$ cat src/rtl/nukv_value_serializer.sv
// nukv_value_serializer
// Takes FWFT words from the nukv BRAM FIFO wrapper. Each word is {len, payload}.
// The first len payload beats go out LSB beat first, one per cycle, on a narrow
// AXI-Stream with tlast. Words with len==0 or len>BEATS are consumed and dropped.
// Word and drop counts are kept for the debug register file.
module nukv_value_serializer #(
  parameter int BEAT_WIDTH = 64,
  parameter int BEATS      = 4,
  parameter int LEN_BITS   = 3,
  parameter int CNT_BITS   = 32
) (
  input  logic                                clk,
  input  logic                                rst_n,
  input  logic [LEN_BITS+BEATS*BEAT_WIDTH-1:0] s_axis_tdata,
  input  logic                                s_axis_tvalid,
  output logic                                s_axis_tready,
  output logic [BEAT_WIDTH-1:0]               m_axis_tdata,
  output logic                                m_axis_tvalid,
  output logic                                m_axis_tlast,
  input  logic                                m_axis_tready,
  output logic [CNT_BITS-1:0]                 stat_words,
  output logic [CNT_BITS-1:0]                 stat_dropped
);

  localparam int PAY_W = BEATS * BEAT_WIDTH;
  localparam logic [LEN_BITS-1:0] BEATS_L = LEN_BITS'(BEATS);
  localparam logic [LEN_BITS-1:0] ONE_L   = LEN_BITS'(1);

  typedef enum logic [0:0] {
    IDLE,
    SEND
  } state_t;

  state_t              state;
  logic [1:0]          warm;
  logic                warm_done;
  logic [PAY_W-1:0]    payload;
  logic [LEN_BITS-1:0] len_q;
  logic [LEN_BITS-1:0] idx;
  logic [LEN_BITS-1:0] next_idx;
  logic [LEN_BITS-1:0] in_len;
  logic                in_ok;
  logic                accept;
  logic                beat_xfer;
  logic                last_next;
  logic [BEAT_WIDTH-1:0] next_beat;

  assign in_len    = s_axis_tdata[LEN_BITS+PAY_W-1 -: LEN_BITS];
  assign in_ok     = (in_len != '0) && (in_len <= BEATS_L);
  assign warm_done = warm[1];
  assign beat_xfer = m_axis_tvalid & m_axis_tready;
  assign accept    = s_axis_tvalid & s_axis_tready;
  assign next_idx  = idx + ONE_L;
  assign last_next = (next_idx == (len_q - ONE_L));

  // Ready is withheld during the post-reset warm-up; afterwards it is open in IDLE
  // or when the final beat of the current word leaves this cycle (no bubble).
  assign s_axis_tready = warm_done &
                         ((state == IDLE) |
                          ((state == SEND) & m_axis_tvalid & m_axis_tlast & m_axis_tready));

  // Select the beat that follows the one currently on the output.
  always_comb begin
    next_beat = '0;
    for (int i = 0; i < BEATS; i++) begin
      if (next_idx == LEN_BITS'(i)) begin
        next_beat = payload[i*BEAT_WIDTH +: BEAT_WIDTH];
      end
    end
  end

  // Two-cycle warm-up after reset release before the first word may be taken.
  always_ff @(posedge clk or negedge rst_n) begin
    if (!rst_n) begin
      warm <= 2'd0;
    end else if (!warm_done) begin
      warm <= warm + 2'd1;
    end
  end

  // Serializer FSM: loads accepted words, steps through beats, counts words and drops.
  always_ff @(posedge clk or negedge rst_n) begin
    if (!rst_n) begin
      state         <= IDLE;
      payload       <= '0;
      len_q         <= '0;
      idx           <= '0;
      m_axis_tdata  <= '0;
      m_axis_tvalid <= 1'b0;
      m_axis_tlast  <= 1'b0;
      stat_words    <= '0;
      stat_dropped  <= '0;
    end else if (accept && in_ok) begin
      state         <= SEND;
      payload       <= s_axis_tdata[PAY_W-1:0];
      len_q         <= in_len;
      idx           <= '0;
      m_axis_tdata  <= s_axis_tdata[BEAT_WIDTH-1:0];
      m_axis_tvalid <= 1'b1;
      m_axis_tlast  <= (in_len == ONE_L);
      stat_words    <= stat_words + CNT_BITS'(1);
    end else if (accept) begin
      state         <= IDLE;
      m_axis_tvalid <= 1'b0;
      m_axis_tlast  <= 1'b0;
      stat_dropped  <= stat_dropped + CNT_BITS'(1);
    end else if ((state == SEND) && beat_xfer) begin
      if (m_axis_tlast) begin
        state         <= IDLE;
        m_axis_tvalid <= 1'b0;
        m_axis_tlast  <= 1'b0;
      end else begin
        idx           <= next_idx;
        m_axis_tdata  <= next_beat;
        m_axis_tlast  <= last_next;
      end
    end
  end

endmodule

$ cat config.mk
export PLATFORM = sky130hd
export DESIGN_NAME = nukv_value_serializer
export DESIGN_NICKNAME = d
export VERILOG_FILES = /design/src/rtl/nukv_value_serializer.sv
export SDC_FILE = /design/constraint.sdc
export NUM_CORES = 1
export LEC_CHECK = 0
export CAP_MARGIN = 20
export CELL_PAD_IN_SITES_DETAIL_PLACEMENT = 1
export CELL_PAD_IN_SITES_GLOBAL_PLACEMENT = 1
export CORE_ASPECT_RATIO = 2
export CORE_MARGIN = 2
export CORE_UTILIZATION = 41
export DETAILED_ROUTE_END_ITERATION = 10
export PLACE_DENSITY = 0.92
export SLEW_MARGIN = 10
export SYNTH_ARGS = -nofsm -noshare
export SYNTH_HDL_FRONTEND = slang
export SYNTH_SLANG_ARGS = --single-unit
$ cat constraint.sdc
create_clock -name clk -period 3.3 [get_ports clk]
set_clock_uncertainty 0.2 [all_clocks]
set_input_delay 0.825 -clock clk [delete_from_list [all_inputs] [get_ports clk]]
set_output_delay 0.825 -clock clk [all_outputs]
set_load 0.02 [all_outputs]
==> Yosys cells after proc, flatten, opt, wreduce, memory -nomap -nowiden <==
Index checks and enable logic that the tools add are counted.
{ "classes": {"addsub": 5, "order_cmp": 1, "eq_ne": 7, "muxes": 21, "n_bitwise": 8, "reduce_logical": 11} }
{ "op_table": {"columns": ["op", "count"], "rows": [
  ["two-way mux 64 bit", 8],
  ["adder 32 x 1 -> 32 bit, second input constant", 2],
  ["two-way mux 3 bit", 4],
  ["nonzero test 3 bit", 3],
  ["two-way mux 1 bit", 8],
  ["== test 3 x 1 -> 1 bit, second input constant", 2],
  ["== test 3 x 2 -> 1 bit, second input constant", 2],
  ["AND 1 bit", 5],
  ["!= test 2 x 1 -> 1 bit, second input constant", 2],
  ["AND reduction 2 bit", 2],
  ["adder 3 x 1 -> 3 bit, second input constant", 1],
  ["== test 3 bit", 1],
  ["<= comparator 3 bit, second input constant", 1],
  ["logical AND 1 bit", 3],
  ["zero test 3 bit", 1],
  ["AND reduction 3 bit", 1],
  ["subtractor 3 x 1 -> 3 bit, second input constant", 1],
  ["adder 2 x 1 -> 2 bit, second input constant", 1],
  ["two-way mux 2 bit", 1],
  ["inverter 1 bit", 2],
  ["nonzero test 2 bit", 1],
  ["bitwise OR 1 bit", 1]
]} }
{ "totals": {"reg_bits": 394, "inputBits": 263, "out_inout_bits": 131, "wordCells": 63} }

==> Depth between registers and ports, before layout <==
{ "logic_depth": {"word_depth": 10, "depth_mapped": 9, "ltp_nobuf": 7} }

==> Least setup slack after synthesis <==
No wires, ideal clock.
{ "synth_timing": {"kind": "input port to flip-flop", "from": "input s_axis_tdata[258]", "to": "register m_axis_tdata[58]", "arrival_ns": 2.154, "setup_slack_ns": 0.825, "cell_stages": 8, "n_path_buf": 4, "cell_sequence": "buf_2 -> or3_4 -> and4_4 -> buf_6 -> buf_2 -> buf_2 -> nand2_1 -> nand2_1"} }
{ "synth_between": {"elab_chain_len": 5} }
{ "synth_lines": {"columns": ["item", "line", "source"], "rows": [
  ["start, declared", "14", "input logic [LEN_BITS+BEATS*BEAT_WIDTH-1:0] s_axis_tdata,"],
  ["<= comparator 3 bit or nonzero test 3 bit (tied branches)", "49", "assign in_ok = (in_len != '0) && (in_len <= BEATS_L);"],
  ["logical AND 1 bit *", "49", null],
  ["logical AND 1 bit *", "93", "end else if (accept && in_ok) begin"],
  ["!= test 2 x 1 -> 1 bit (no source line) or nonzero test 2 bit (tied branches)", null, null],
  ["AND reduction 3 bit (no source line)", null, null],
  ["end signal, assigned", "98", "m_axis_tdata <= s_axis_tdata[BEAT_WIDTH-1:0];"],
  ["end signal, assigned", "114", "m_axis_tdata <= next_beat;"],
  ["end, declared", "17", "output logic [BEAT_WIDTH-1:0] m_axis_tdata,"]
]} }
Mark *: on every way between the ends. The rest lies on a longest branch, timed or not.
A chain may end at the register's enable or synchronous reset.

==> Worst setup path in the final report <==
{ "layout_timing": {"from": "input m_axis_tready", "to": "output s_axis_tready"} }
{ "layout_between": {"elab_chain_len": 3} }
{ "layout_lines": {"columns": ["item", "line", "source"], "rows": [
  ["start, declared", "20", "input logic m_axis_tready,"],
  ["AND 1 bit", "60", "((state == SEND) & m_axis_tvalid & m_axis_tlast & m_axis_tready));"],
  ["bitwise OR 1 bit", "59", "((state == IDLE) |"],
  ["AND 1 bit", "58", "assign s_axis_tready = warm_done &"],
  ["end, declared", "16", "output logic s_axis_tready,"]
]} }
No other way between the ends.

==> flow_summary.ini <==
[synth]
post_synth.cell_area_avg_um2 = 8.798
synth_seq_cells = 394
synth_area_um2 = 18190
ys_seq_area_frac = 0.5419
ys_warn_count = 0
synth_nets = 2339
synth_cell_type_count = 49
syn_inst = 2068

[timing]
min_period_ns = 3.253
drv_slew = 0
tightest_slew_ns = 0.9994
setup-violations-final = 0
relSlewSlack = 0.3337
timing.setup.tns_ns = 0
max_freq_mhz = 307.4
hold_viol = 0
period_share = 0.9857
layout_setup_ws_ns = 0.04730
rsz0062_at_grt = false

[worst_setup_path]
crit_path_frequent_cell = clkdlybuf4s50_1
required_ns = 2.27
setup.worst_path.class = primary input to primary output
end_kind = primary output
r2r_setup_slack_ns = 0.48
reg2reg_to = m_axis_tdata[47]
reg2regPathDepth = 8
critical_path.top_delay_family = buffers and inverters
critPathArrivalTime_ns = 2.23
path_cells = clkdlybuf4s50_1 -> a21bo_2 -> and2_1 -> clkdlybuf4s50_1
worst_path_max_delay_cell = clkdlybuf4s50_1
r2r_start = idx[0]
critPathLaunchType = primary input
path_max_fanout = 2
worst-path-buf-inv = 2
cpPeakStageDelay_ns = 0.62

[layout]
drive_gt1_frac = 0.05815
fin_nets = 2685
design_area_um2 = 24270
area_delta_synth_final_pct = 33.42
final_util = 0.5511

[die]
initial_core_util = 0.4130
io-pin-count = 394
core_um2 = 44050
die_h_um = 301.9
die_area_um2 = 46180
fp-row-count = 109
dieWidth_um = 153.0

[global_routing]
track_usage = 0.3034
grt_pass1_vias = 19660
grt_pass1_wl_um = 110600
grt_max_degree = 74
antenna_found_initial = 19
overflow = 0

[placed_design]
gp_congestion = 0.8945
hpwl_um = 47560
postPlaceCellArea_um2 = 22960
port_buffers = 393
dp_slack_ns = 0.07031

[route]
dr.pass1.iters = 5
num_vias = 17430
drc_errors = 0
wl_um = 71790
drtIter0Drc = 917
wire_per_inst_um = 23.79
vias_per_cell = 5.777
ant_nets = 0

[clocking]
clkSinkCount = 394
ctsHtreeMaxLevel = 2
numCtsBuffers = 38
clk_pin_slew_worst_paths_ns = 0.06
cts_root_buf = clkbuf_16
cts_resized = 0
cts_max_path_buffers = 3
ctsHoldBuffers = 0
clk_latency_ns = 0.54
post_cts_buffers = 0
cts_tree = built

[power_and_ir_drop]
power_mw = 22.89
power_density_nw_per_um2 = 943.1
irDropWorstVdd_mv = 0.4863
power_leakage_nw = 11.31

[flow_run]
maxCapViolCount = 0

[outcome]
status = finished, final reports clean

[min_path]
min_path_type = primary input to async pin
-- cell usage in the layout (no fill, tap or decap), drive strengths merged, types with 23 or more instances in the layout --
cell	n
nand2	805
dfrtp	394
clkdlybuf4s50	392
o21ai	132
nor2	90
inv	70
a21oi	69
a221oi	63
a211o	63
a32oi	63
clkbuf	61
buf	61
xnor2	45
xor2	23
nand4	23
-- worst max-delay path by stage --
stage,from,depth (start not counted),to
2_1_floorplan,s_axis_tdata[258],8,m_axis_tdata[58]
3_3_place_gp,m_axis_tready,4,s_axis_tready
3_5_place_dp,m_axis_tready,4,s_axis_tready
4_1_cts,m_axis_tready,4,s_axis_tready
5_1_grt,m_axis_tready,4,s_axis_tready
6_report,m_axis_tready,4,s_axis_tready
-- logic make-up after synthesis --
group	count (synthesis)	synth area share
multiplexers	2	0.001169
AND/OR/NAND/NOR	980	0.2182
AO/OA/AOI/OAI	399	0.1503
adder cells (fa/ha/maj)	8	0.005502
XOR/XNOR	68	0.03273
flip-flops	394	0.5419
buffers and inverters	217	0.05020
-- cells in the mapped netlist (all sizes together) --
library cell	n	area (um^2)
o211ai	1	7.510
clkbuf	78	292.8
nand3	20	100.1
a21oi	69	345.3
dfrtp	394	9859
nand4b	1	8.760
and2	6	37.54
and3	11	68.82
buf	69	357.8
or2	4	25.02
o21a	1	7.510
a2bb2oi	1	8.760
a211oi	2	15.01
nor3b	1	12.51
ha	8	100.1
nand2b	1	6.260
nor4	5	67.56
a221oi	63	551.8
o21ai	132	664.4
a211o	63	551.8
a32oi	63	551.8
xor2	23	201.4
nor3	6	41.29
mux2	1	11.26
nand3b	1	7.510
a22oi	1	7.510
xnor2	45	394.1
nor2	90	345.3
a21bo	1	10.01
inv	70	262.8
o22ai	2	12.51
nand4	23	158.9
nand2	805	3024
nor4b	1	15.01
and4	3	28.78
mux2i	1	10.01
or3	2	22.52
-- per-stage QoR --
step	instances	hold slack [ns]
after floorplan	2068	0.2294
after global placement	2929	0.2430
after detailed placement	2929	0.2638
after CTS	2997	0.09687
after global routing	3016	0.09489
final	3017	0.05025
-- where the power goes --
part / switching [mW] / internal, mW / leakage (nW)
registers: 1.35 / 6.79 / 4.98
logic: 6.18 / 4.09 / 5.72
clock network: 1.94 / 2.56 / 0.610
total: 9.46 / 13.4 / 11.3
-- metal layers --
| layer | part of all wire | global-route usage | routed length [um] | up-vias |
|---|---|---|---|---|
| li1 | - | - | - | 7595 |
| met5 | 0 | 0 | 0 | - |
| met1 | 0.35 | 0.3207 | 25080 | 8804 |
| met4 | 0.075 | 0.2227 | 5409 | 0 |
| met3 | 0.046 | 0.03968 | 3311 | 260 |
| met2 | 0.53 | 0.5507 | 37990 | 769 |
-- final cells by class --
cell class	instances	area [um^2]
timing repair buffer	453	4664
fill	4994	19780
antenna	20	50.05
clock buffer	61	1191
sequential	394	9859
multi-input combinational	1457	7481
inverter	70	262.8
tap	555	694.4
clock inverter	7	71.32
-- flip-flops by register name, summed over array words and instances (netlist names) --
name          count
m_axis_tdata     64
idx               3
payload         256
len_q             3
stat_words       32
warm              2
m_axis_tlast      1
state             1
stat_dropped     32
-- worst reg2reg max path: stages, from the launching register on --
cell	delay [ns]
dfrtp_1	0.48
inv_1	0.21
ha_4	0.43
or2_4	0.47
buf_4	0.29
a21oi_1	0.08
o21ai_0	0.26
a32oi_1	0.17
nand2_1	0.14
Power figures use the tool's default switching activity.
